<file path="src/rtl/hcsr04_echo_capture.sv">
// ---------------------------------------------------------------------------
// hcsr04_echo_capture
//
// Drives the HC-SR04 ultrasonic sensor mounted over the fuel tank and
// measures the echo pulse width in clk cycles. A trigger pulse is issued
// once per measurement period. The asynchronous echo pin is synchronised,
// and the echo-high time is counted. Each measurement ends in exactly one
// strobe: data_valid (distance_raw updated) or timeout (distance_raw held).
// At 50 MHz one cm of range is roughly 2900 counts.
//
// Handshake: data_valid and timeout are single-cycle strobes with no
// back-pressure. The downstream stage must capture distance_raw in the
// cycle data_valid is high. distance_raw stays stable until the next
// data_valid.
//
// Ports
//   clk           in   system clock (50 MHz nominal)
//   rst_n         in   synchronous reset, active low
//   enable        in   1 = run periodic measurements; 0 = stop after the current one
//   echo          in   sensor echo pin, asynchronous
//   trig          out  sensor trigger pin
//   distance_raw  out  last valid echo width in clk cycles
//   data_valid    out  1-cycle strobe: distance_raw updated this cycle
//   timeout       out  1-cycle strobe: measurement aborted, distance_raw unchanged
//   busy          out  1 whenever the FSM is not IDLE
//   state_dbg     out  current FSM state encoding, for observation only
// ---------------------------------------------------------------------------
module hcsr04_echo_capture #(
  parameter int RAW_W          = 21,
  parameter int TRIG_CYCLES    = 500,
  parameter int TIMEOUT_CYCLES = 1_900_000,
  parameter int PERIOD_CYCLES  = 3_000_000
) (
  input  logic             clk,
  input  logic             rst_n,
  input  logic             enable,
  input  logic             echo,
  output logic             trig,
  output logic [RAW_W-1:0] distance_raw,
  output logic             data_valid,
  output logic             timeout,
  output logic             busy,
  output logic [2:0]       state_dbg
);

  localparam int TW = $clog2(TRIG_CYCLES + 1);
  localparam int PW = $clog2(PERIOD_CYCLES + 1);

  localparam logic [TW-1:0]    TRIG_LAST  = TW'(TRIG_CYCLES - 1);
  localparam logic [RAW_W-1:0] TIMEOUT_V  = RAW_W'(TIMEOUT_CYCLES);
  localparam logic [PW-1:0]    PERIOD_V   = PW'(PERIOD_CYCLES);
  localparam logic [PW-1:0]    PERIOD_M1  = PW'(PERIOD_CYCLES - 1);

  typedef enum logic [2:0] {
    IDLE      = 3'd0,
    TRIG      = 3'd1,
    WAIT_RISE = 3'd2,
    MEASURE   = 3'd3,
    HOLDOFF   = 3'd4
  } state_e;

  state_e           state_q;
  logic             echo_meta_q;
  logic             echo_s_q;
  logic             echo_d_q;
  logic [TW-1:0]    trig_cnt_q;
  logic [PW-1:0]    period_q;
  logic [RAW_W-1:0] meas_cnt_q;
  logic [RAW_W-1:0] distance_q;
  logic             trig_q;
  logic             data_valid_q;
  logic             timeout_q;
  logic             busy_q;

  logic             echo_rise;
  logic             echo_fall;
  logic [RAW_W-1:0] meas_inc;

  assign echo_rise = echo_s_q & ~echo_d_q;
  assign echo_fall = ~echo_s_q & echo_d_q;
  // One counter serves both as the rise-wait counter and the echo-width
  // counter; the two phases never overlap.
  assign meas_inc  = meas_cnt_q + 1'b1;

  always_ff @(posedge clk) begin
    if (!rst_n) begin
      state_q      <= IDLE;
      echo_meta_q  <= 1'b0;
      echo_s_q     <= 1'b0;
      echo_d_q     <= 1'b0;
      trig_cnt_q   <= '0;
      period_q     <= '0;
      meas_cnt_q   <= '0;
      distance_q   <= '0;
      trig_q       <= 1'b0;
      data_valid_q <= 1'b0;
      timeout_q    <= 1'b0;
      busy_q       <= 1'b0;
    end else begin
      echo_meta_q  <= echo;
      echo_s_q     <= echo_meta_q;
      echo_d_q     <= echo_s_q;
      data_valid_q <= 1'b0;
      timeout_q    <= 1'b0;

      if (period_q != PERIOD_V) begin
        period_q <= period_q + 1'b1;
      end

      case (state_q)
        IDLE: begin
          if (enable) begin
            state_q    <= TRIG;
            trig_q     <= 1'b1;
            busy_q     <= 1'b1;
            trig_cnt_q <= '0;
            period_q   <= '0;
          end
        end

        TRIG: begin
          if (trig_cnt_q == TRIG_LAST) begin
            state_q    <= WAIT_RISE;
            trig_q     <= 1'b0;
            meas_cnt_q <= '0;
          end else begin
            trig_cnt_q <= trig_cnt_q + 1'b1;
          end
        end

        WAIT_RISE: begin
          if (echo_rise) begin
            // The cycle in which the rise is seen already counts as one
            // echo-high cycle.
            meas_cnt_q <= RAW_W'(1);
            state_q    <= MEASURE;
          end else begin
            meas_cnt_q <= meas_inc;
            if (meas_inc == TIMEOUT_V) begin
              timeout_q <= 1'b1;
              state_q   <= HOLDOFF;
            end
          end
        end

        MEASURE: begin
          if (echo_fall) begin
            distance_q   <= meas_cnt_q;
            data_valid_q <= 1'b1;
            state_q      <= HOLDOFF;
          end else if (echo_s_q) begin
            meas_cnt_q <= meas_inc;
            if (meas_inc == TIMEOUT_V) begin
              timeout_q <= 1'b1;
              state_q   <= HOLDOFF;
            end
          end
        end

        HOLDOFF: begin
          // period_q is zero in the first trigger cycle, so it reads
          // PERIOD_CYCLES-1 in the last cycle of the period. Leaving here
          // then puts the next trig rise exactly PERIOD_CYCLES after the
          // previous one. An overrun leaves period_q saturated, so the
          // exit happens on the first HOLDOFF cycle.
          if (period_q >= PERIOD_M1) begin
            if (enable) begin
              state_q    <= TRIG;
              trig_q     <= 1'b1;
              trig_cnt_q <= '0;
              period_q   <= '0;
            end else begin
              state_q <= IDLE;
              busy_q  <= 1'b0;
            end
          end
        end

        default: begin
          state_q <= IDLE;
          trig_q  <= 1'b0;
          busy_q  <= 1'b0;
        end
      endcase
    end
  end

  assign trig         = trig_q;
  assign distance_raw = distance_q;
  assign data_valid   = data_valid_q;
  assign timeout      = timeout_q;
  assign busy         = busy_q;
  assign state_dbg    = state_q;

endmodule

</file>
<file path="config.mk">
export PLATFORM = sky130hd
export DESIGN_NAME = hcsr04_echo_capture
export DESIGN_NICKNAME = d
export VERILOG_FILES = /design/src/rtl/hcsr04_echo_capture.sv
export SDC_FILE = /design/constraint.sdc
export NUM_CORES = 1
export LEC_CHECK = 0
export CORE_MARGIN = 8
export CORE_UTILIZATION = 55
export CTS_CLUSTER_SIZE = 40
export DETAILED_ROUTE_END_ITERATION = 8
export PLACE_DENSITY = 0.78
export SLEW_MARGIN = 20
export SYNTH_ARGS = -nofsm -noshare
export SYNTH_HDL_FRONTEND = slang
export SYNTH_SLANG_ARGS = --single-unit
</file>
<file path="constraint.sdc">
create_clock -name clk -period 3.2 [get_ports clk]
set_input_delay 0.64 -clock clk [delete_from_list [all_inputs] [get_ports clk]]
set_output_delay 0.64 -clock clk [all_outputs]
set_load 0.01 [all_outputs]
</file>
# Yosys cells after proc, flatten, opt, wreduce, memory -nomap -nowiden
# Cells that the tools add are included.
[word_totals] ff_bits=83 in_bits=4 output_inout_bits=28
[op_classes] n_bitwise=6 n_eq_ne=15 n_addsub=3 n_mux=36 order_cmp=1 reduce_logical=12
[ops] cell="21-bit two-way mux" n=4
[ops] cell="22-bit two-way mux" n=3
[ops] cell="21-bit one-hot mux with 3 select lines" n=1
[ops] cell="22-bit one-hot mux with 2 select lines" n=1
[ops] cell="9-bit two-way mux" n=3
[ops] cell="9-bit one-hot mux with 3 select lines" n=1
[ops] cell="22-bit by 1-bit adder with 22-bit output (second input constant)" n=1
[ops] cell="22-bit >= comparator (second input constant)" n=1
[ops] cell="22-bit inequality test (second input constant)" n=1
[ops] cell="21-bit by 1-bit adder with 21-bit output (second input constant)" n=1
[ops] cell="21-bit == test (second input constant)" n=1
[ops] cell="3-bit two-way mux" n=7
[ops] cell="3-bit one-hot mux with 5 select lines" n=1
[ops] cell="2-bit inequality test (second input constant)" n=7
[ops] cell="1-bit two-way mux" n=12
[ops] cell="4-bit AND reduction" n=3
[ops] cell="9-bit by 1-bit adder with 9-bit output (second input constant)" n=1
[ops] cell="9-bit == test (second input constant)" n=1
[ops] cell="3-bit by 2-bit == test with 1-bit output (second input constant)" n=2
[ops] cell="3-bit AND reduction" n=2
[ops] cell="3-bit nonzero test" n=2
[ops] cell="1-bit inverter" n=4
[ops] cell="1-bit one-hot mux with 4 select lines" n=1
[ops] cell="2-bit AND reduction" n=2
[ops] cell="other kinds (9)" n=10

# Depth between registers and ports, before layout
[logic_depth] depth_word=6 mapped_depth=7 ltp_nobuf=7

# Worst setup path before layout
# OpenSTA, ideal clock, no wires.
[synth_timing] kind="register to register" from="register meas_cnt_q[0]" to="register timeout_q (netlist: timeout)" stages_incl_launch_ff=8 t_arrival_ns=2.261 setup_slack_ns=0.852 cell_sequence="dfxtp_1 > ha_1 > nand3_1 > or3_4 > nor4_4 > o2111ai_2 > nor4_2 > nor4b_4"
[synth_via] elab_chain_cells=6 elab_cells_between_ends=7 cone_classes="add/sub: 1; eq/ne: 1; mux: 5"
[synth_lines] item="from (decl)" line="68" source="logic [RAW_W-1:0] meas_cnt_q;"
[synth_lines] item="from (signal assigned)" line="138" source="meas_cnt_q <= meas_inc;"
[synth_lines] item="from (signal assigned)" line="152" source="meas_cnt_q <= meas_inc;"
[synth_lines] item="21-bit by 1-bit adder with 21-bit output *" line="83" source="assign meas_inc = meas_cnt_q + 1'b1;"
[synth_lines] item="21-bit == test *" line="139, 153"
[synth_lines] item="1-bit two-way mux *" line="139, 153"
[synth_lines] item="1-bit two-way mux" line="151" source="end else if (echo_s_q) begin"
[synth_lines] item="1-bit two-way mux" line="147" source="if (echo_fall) begin"
[synth_lines] item="1-bit one-hot mux with 2 select lines *" line="110" source="case (state_q)"
[synth_lines] item="to (signal assigned)" line="104" source="timeout_q <= 1'b0;"
[synth_lines] item="to (signal assigned)" line="140" source="timeout_q <= 1'b1;"
[synth_lines] item="to (signal assigned)" line="154" source="timeout_q <= 1'b1;"
[synth_lines] item="to (decl)" line="72" source="logic timeout_q;"
# Every way passes the cells marked *; elsewhere a longest branch is shown, timed or not.
# A chain may end at the register's enable or synchronous reset.

# Worst setup path in the final report
# Ends and elaborated chain as after synthesis.

==> impl_metrics.json <==
{
  "status": "finished clean",
  "syn_area_sq_mm": 0.00422,
  "worst_r2r_endpoint": "timeout",
  "syn_inst": 528,
  "first_iter_violations": 289,
  "synth_common_cells": "dfxtp_1, nand2_1, nor2_1, a21oi_1, nand3_1",
  "finalSetupTns_ns": 0,
  "slew_headroom_pct": 47.6,
  "synth_seq_cells": 83,
  "hold_class": "reg2reg",
  "critical_path.endpoint": "timeout",
  "reg2reg_slack_ns": 0.41,
  "grt_start_max_net_pins": 46,
  "fin_crit_ns": 2.79,
  "antenna_found_initial": 0,
  "n_fill_cell": 671,
  "cts_resized": 0,
  "cts.clk_slew.worst_paths_ns": 0.08,
  "p_leak_nw": 1.50,
  "end_kind": "flip-flop",
  "antenna_cells": 0,
  "worstPathCellList": "ha_1 > nand3_1 > or3_4 > nor4_4 > o2111ai_2 > nor4_2 > nor4b_4",
  "sw_frac_of_total_pct": 30.9,
  "yosysUniqueCellTypes": 62,
  "synth_xor_area_share_pct": 7.47,
  "core-area_sq_mm": 0.00757,
  "numClockSinks": 83,
  "async_flop_share_pct": 0,
  "clockPowerShare_pct": 32.0,
  "gp_congestion": 0.896,
  "worst_pin_slew_ns": 0.783,
  "drv_slew": 0,
  "grt_pass1_wl_mm": 16.9,
  "wl_per_cell_um": 14.9,
  "placedCellCount": 637,
  "r2r-start": "meas_cnt_q[0]",
  "die_x_um": 104,
  "dieArea_sq_mm": 0.0107,
  "reg2reg_depth": 7,
  "cap_violations": 0,
  "synth_top_family_by_area": "simple AND/OR/NAND/NOR gates",
  "synth_top_area_share_pct": 39.4,
  "area_growth_pct": 12.9,
  "cp_max_fo": 9,
  "setup_violations": 0,
  "syn_nets": 537,
  "place_hpwl_mm": 6.68,
  "initial_core_util_pct": 55.8,
  "startpoint_type": "flip-flop",
  "clk_latency_ns": 0.35,
  "p_sw_mw": 0.721,
  "p_per_area_mw_per_mm2": 490,
  "synth_area_per_cell_sq_um": 7.99,
  "drtAntennaViolNets": 0,
  "final_hold_viol_count": 0,
  "synth-compound-area-share_pct": 16.2,
  "power_frac_comb_pct": 20.2,
  "slowest_stage": "or3_4",
  "yosysMostFrequentCell": "dfxtp_1",
  "synth_edf_count": 0,
  "arrival_ns": 3.05,
  "h-tree-depth": 3,
  "cts_buffers": 9,
  "crit_start": "meas_cnt_q[0]",
  "ctsHoldBuffers": 0,
  "ioPinCount": 32,
  "final.period_utilization_pct": 87.1,
  "synthSimpleGateAreaFrac_pct": 30.9,
  "muxShareOfSynthArea_pct": 0.237,
  "vias": 3809,
  "drt-total-wl_mm": 9.70,
  "grt_usage_pct": 18.5,
  "overflow": 0,
  "synth-seq-area-share_pct": 39.4,
  "clockBufferDepth": 2,
  "port_buffers": 31,
  "rsz0062_at_grt": "no",
  "fmax_mhz": 359,
  "stdcell_count": 653,
  "whs_ns": 0.438,
  "skew_ns": 0.00527,
  "path_class": "reg2reg",
  "post_cts_buffers": 0,
  "crit_required_ns": 3.46,
  "synth_adder_area_share_pct": 1.48,
  "cpPeakStageDelay_ns": 0.49,
  "yosysTopAreaCell": "dfxtp_1",
  "multi_input_area_sq_mm": 0.00239,
  "drc": 0,
  "cts_root_buffer": "clkbuf_8",
  "viasPerCell": 5.83,
  "power.sequential.fraction_pct": 47.9,
  "drt-pass1-iter-count": 5,
  "layout-drive-gt1-share_pct": 7.26,
  "register_area_sq_mm": 0.00166,
  "synthTopCellsByArea": "dfxtp_1, a21oi_1, nand2_1",
  "grt_pass1_vias": 3673,
  "ir_worst_vdd_mv": 0.413,
  "internal_power_mw": 1.61,
  "row_count": 32,
  "cts_tree": "done",
  "nNetsFinal": 555,
  "die_y_um": 104,
  "yosysWarningCount": 0,
  "synth_flop_cell": "dfxtp_1"
}
metal layers:
metal	vias to the layer above	share of wire, %	GRT usage [%]
met5	-	0	0
met3	18	4.9	3.90
li1	1889	-	-
met2	94	47	30.9
met1	1808	46	22.2
met4	0	1.9	8.71
layout make-up:
| class | count | area share [%] |
|---|---|---|
| clock buffer | 12 | 3.05 |
| clock inverter | 4 | 1.05 |
| inverter | 12 | 0.946 |
| multi-input combinational | 404 | 50.1 |
| sequential | 83 | 34.9 |
| tap | 102 | 2.68 |
| timing repair buffer | 36 | 7.30 |
how the worst min path moves through the flow:
stage	from	endpoint	cells after the start	slack [ns]
6_report	echo_meta_q	echo_s_q	1	0.44
5_1_grt	distance_raw[7]	distance_raw[7]	2	0.48
4_1_cts	echo_meta_q	echo_s_q	1	0.44
3_5_place_dp	echo_meta_q	echo_s_q	1	0.42
3_3_place_gp	echo_meta_q	echo_s_q	1	0.42
2_1_floorplan	echo_meta_q	echo_s_q	1	0.41
worst max-delay path, delay by kind of cell, from the launching register on:
| family | cells | cell delay (ns) |
|---|---|---|
| AOI/OAI and AO/OA | 1 | 0.19 |
| adders and majority gates | 1 | 0.31 |
| DFF | 1 | 0.47 |
| and+or+nand+nor | 5 | 1.73 |
layout by cell type, fill, tap and decap left out, types with 2 or more instances in the layout:
master	synthesis	final
a211oi_1	4	4
a21oi_1	56	56
a221oi_1	2	2
a31o_2	2	2
a31oi_1	4	4
and2_1	6	6
and3_1	11	11
and4_1	3	3
buf_4	3	5
clkbuf_1	21	2
clkbuf_8	0	10
clkdlybuf4s50_1	0	31
clkinvlp_4	0	2
dfxtp_1	83	83
ha_1	5	5
inv_1	11	11
nand2_1	74	74
nand2b_1	4	4
nand3_1	31	31
nand3b_1	5	5
nand4_1	7	7
nand4b_1	2	2
nor2_1	58	58
nor2b_1	4	4
nor3_1	14	14
nor3b_1	3	3
nor4_1	8	8
nor4_2	2	2
o2111ai_1	3	3
o21ai_0	24	23
or3_1	6	6
or4_1	2	2
xnor2_1	17	17
xor2_1	19	19
through the flow:
stage	setup slack, ns	power (mW)	area, sq um	util, %
finish	0.412	2.33	4760	62.9
global placement	0.589	1.59	4560	60.3
detailed placement	0.498	1.60	4560	60.3
CTS	0.481	2.34	4760	62.8
floorplan	0.852	1.45	4220	-
global route	0.232	2.45	4760	62.9
power by group through the flow:
stage	sequential, mW	clock [mW]	combinational, mW
floorplan	1.13	0	0.321
global placement	1.14	0	0.451
detailed placement	1.14	0	0.458
CTS	1.12	0.763	0.462
global route	1.12	0.808	0.521
finish	1.12	0.745	0.470
cells by family (layout without fill, tap and decap cells):
group | count (synthesis) | count (layout)
mux | 1 | 1
flops | 83 | 83
buf+inv | 41 | 64
compound gates | 111 | 111
fa+ha+maj | 5 | 5
simple gates | 251 | 251
xor+xnor | 36 | 36
flip-flops by register name (all words and copies together), names as in the netlist:
signal	flops
state_dbg	3
distance_raw	21
trig	1
echo_meta_q	1
data_valid	1
trig_cnt_q	9
meas_cnt_q	21
timeout	1
echo_s_q	1
period_q	22
echo_d_q	1
busy	1
Power figures use the tool's default switching activity.
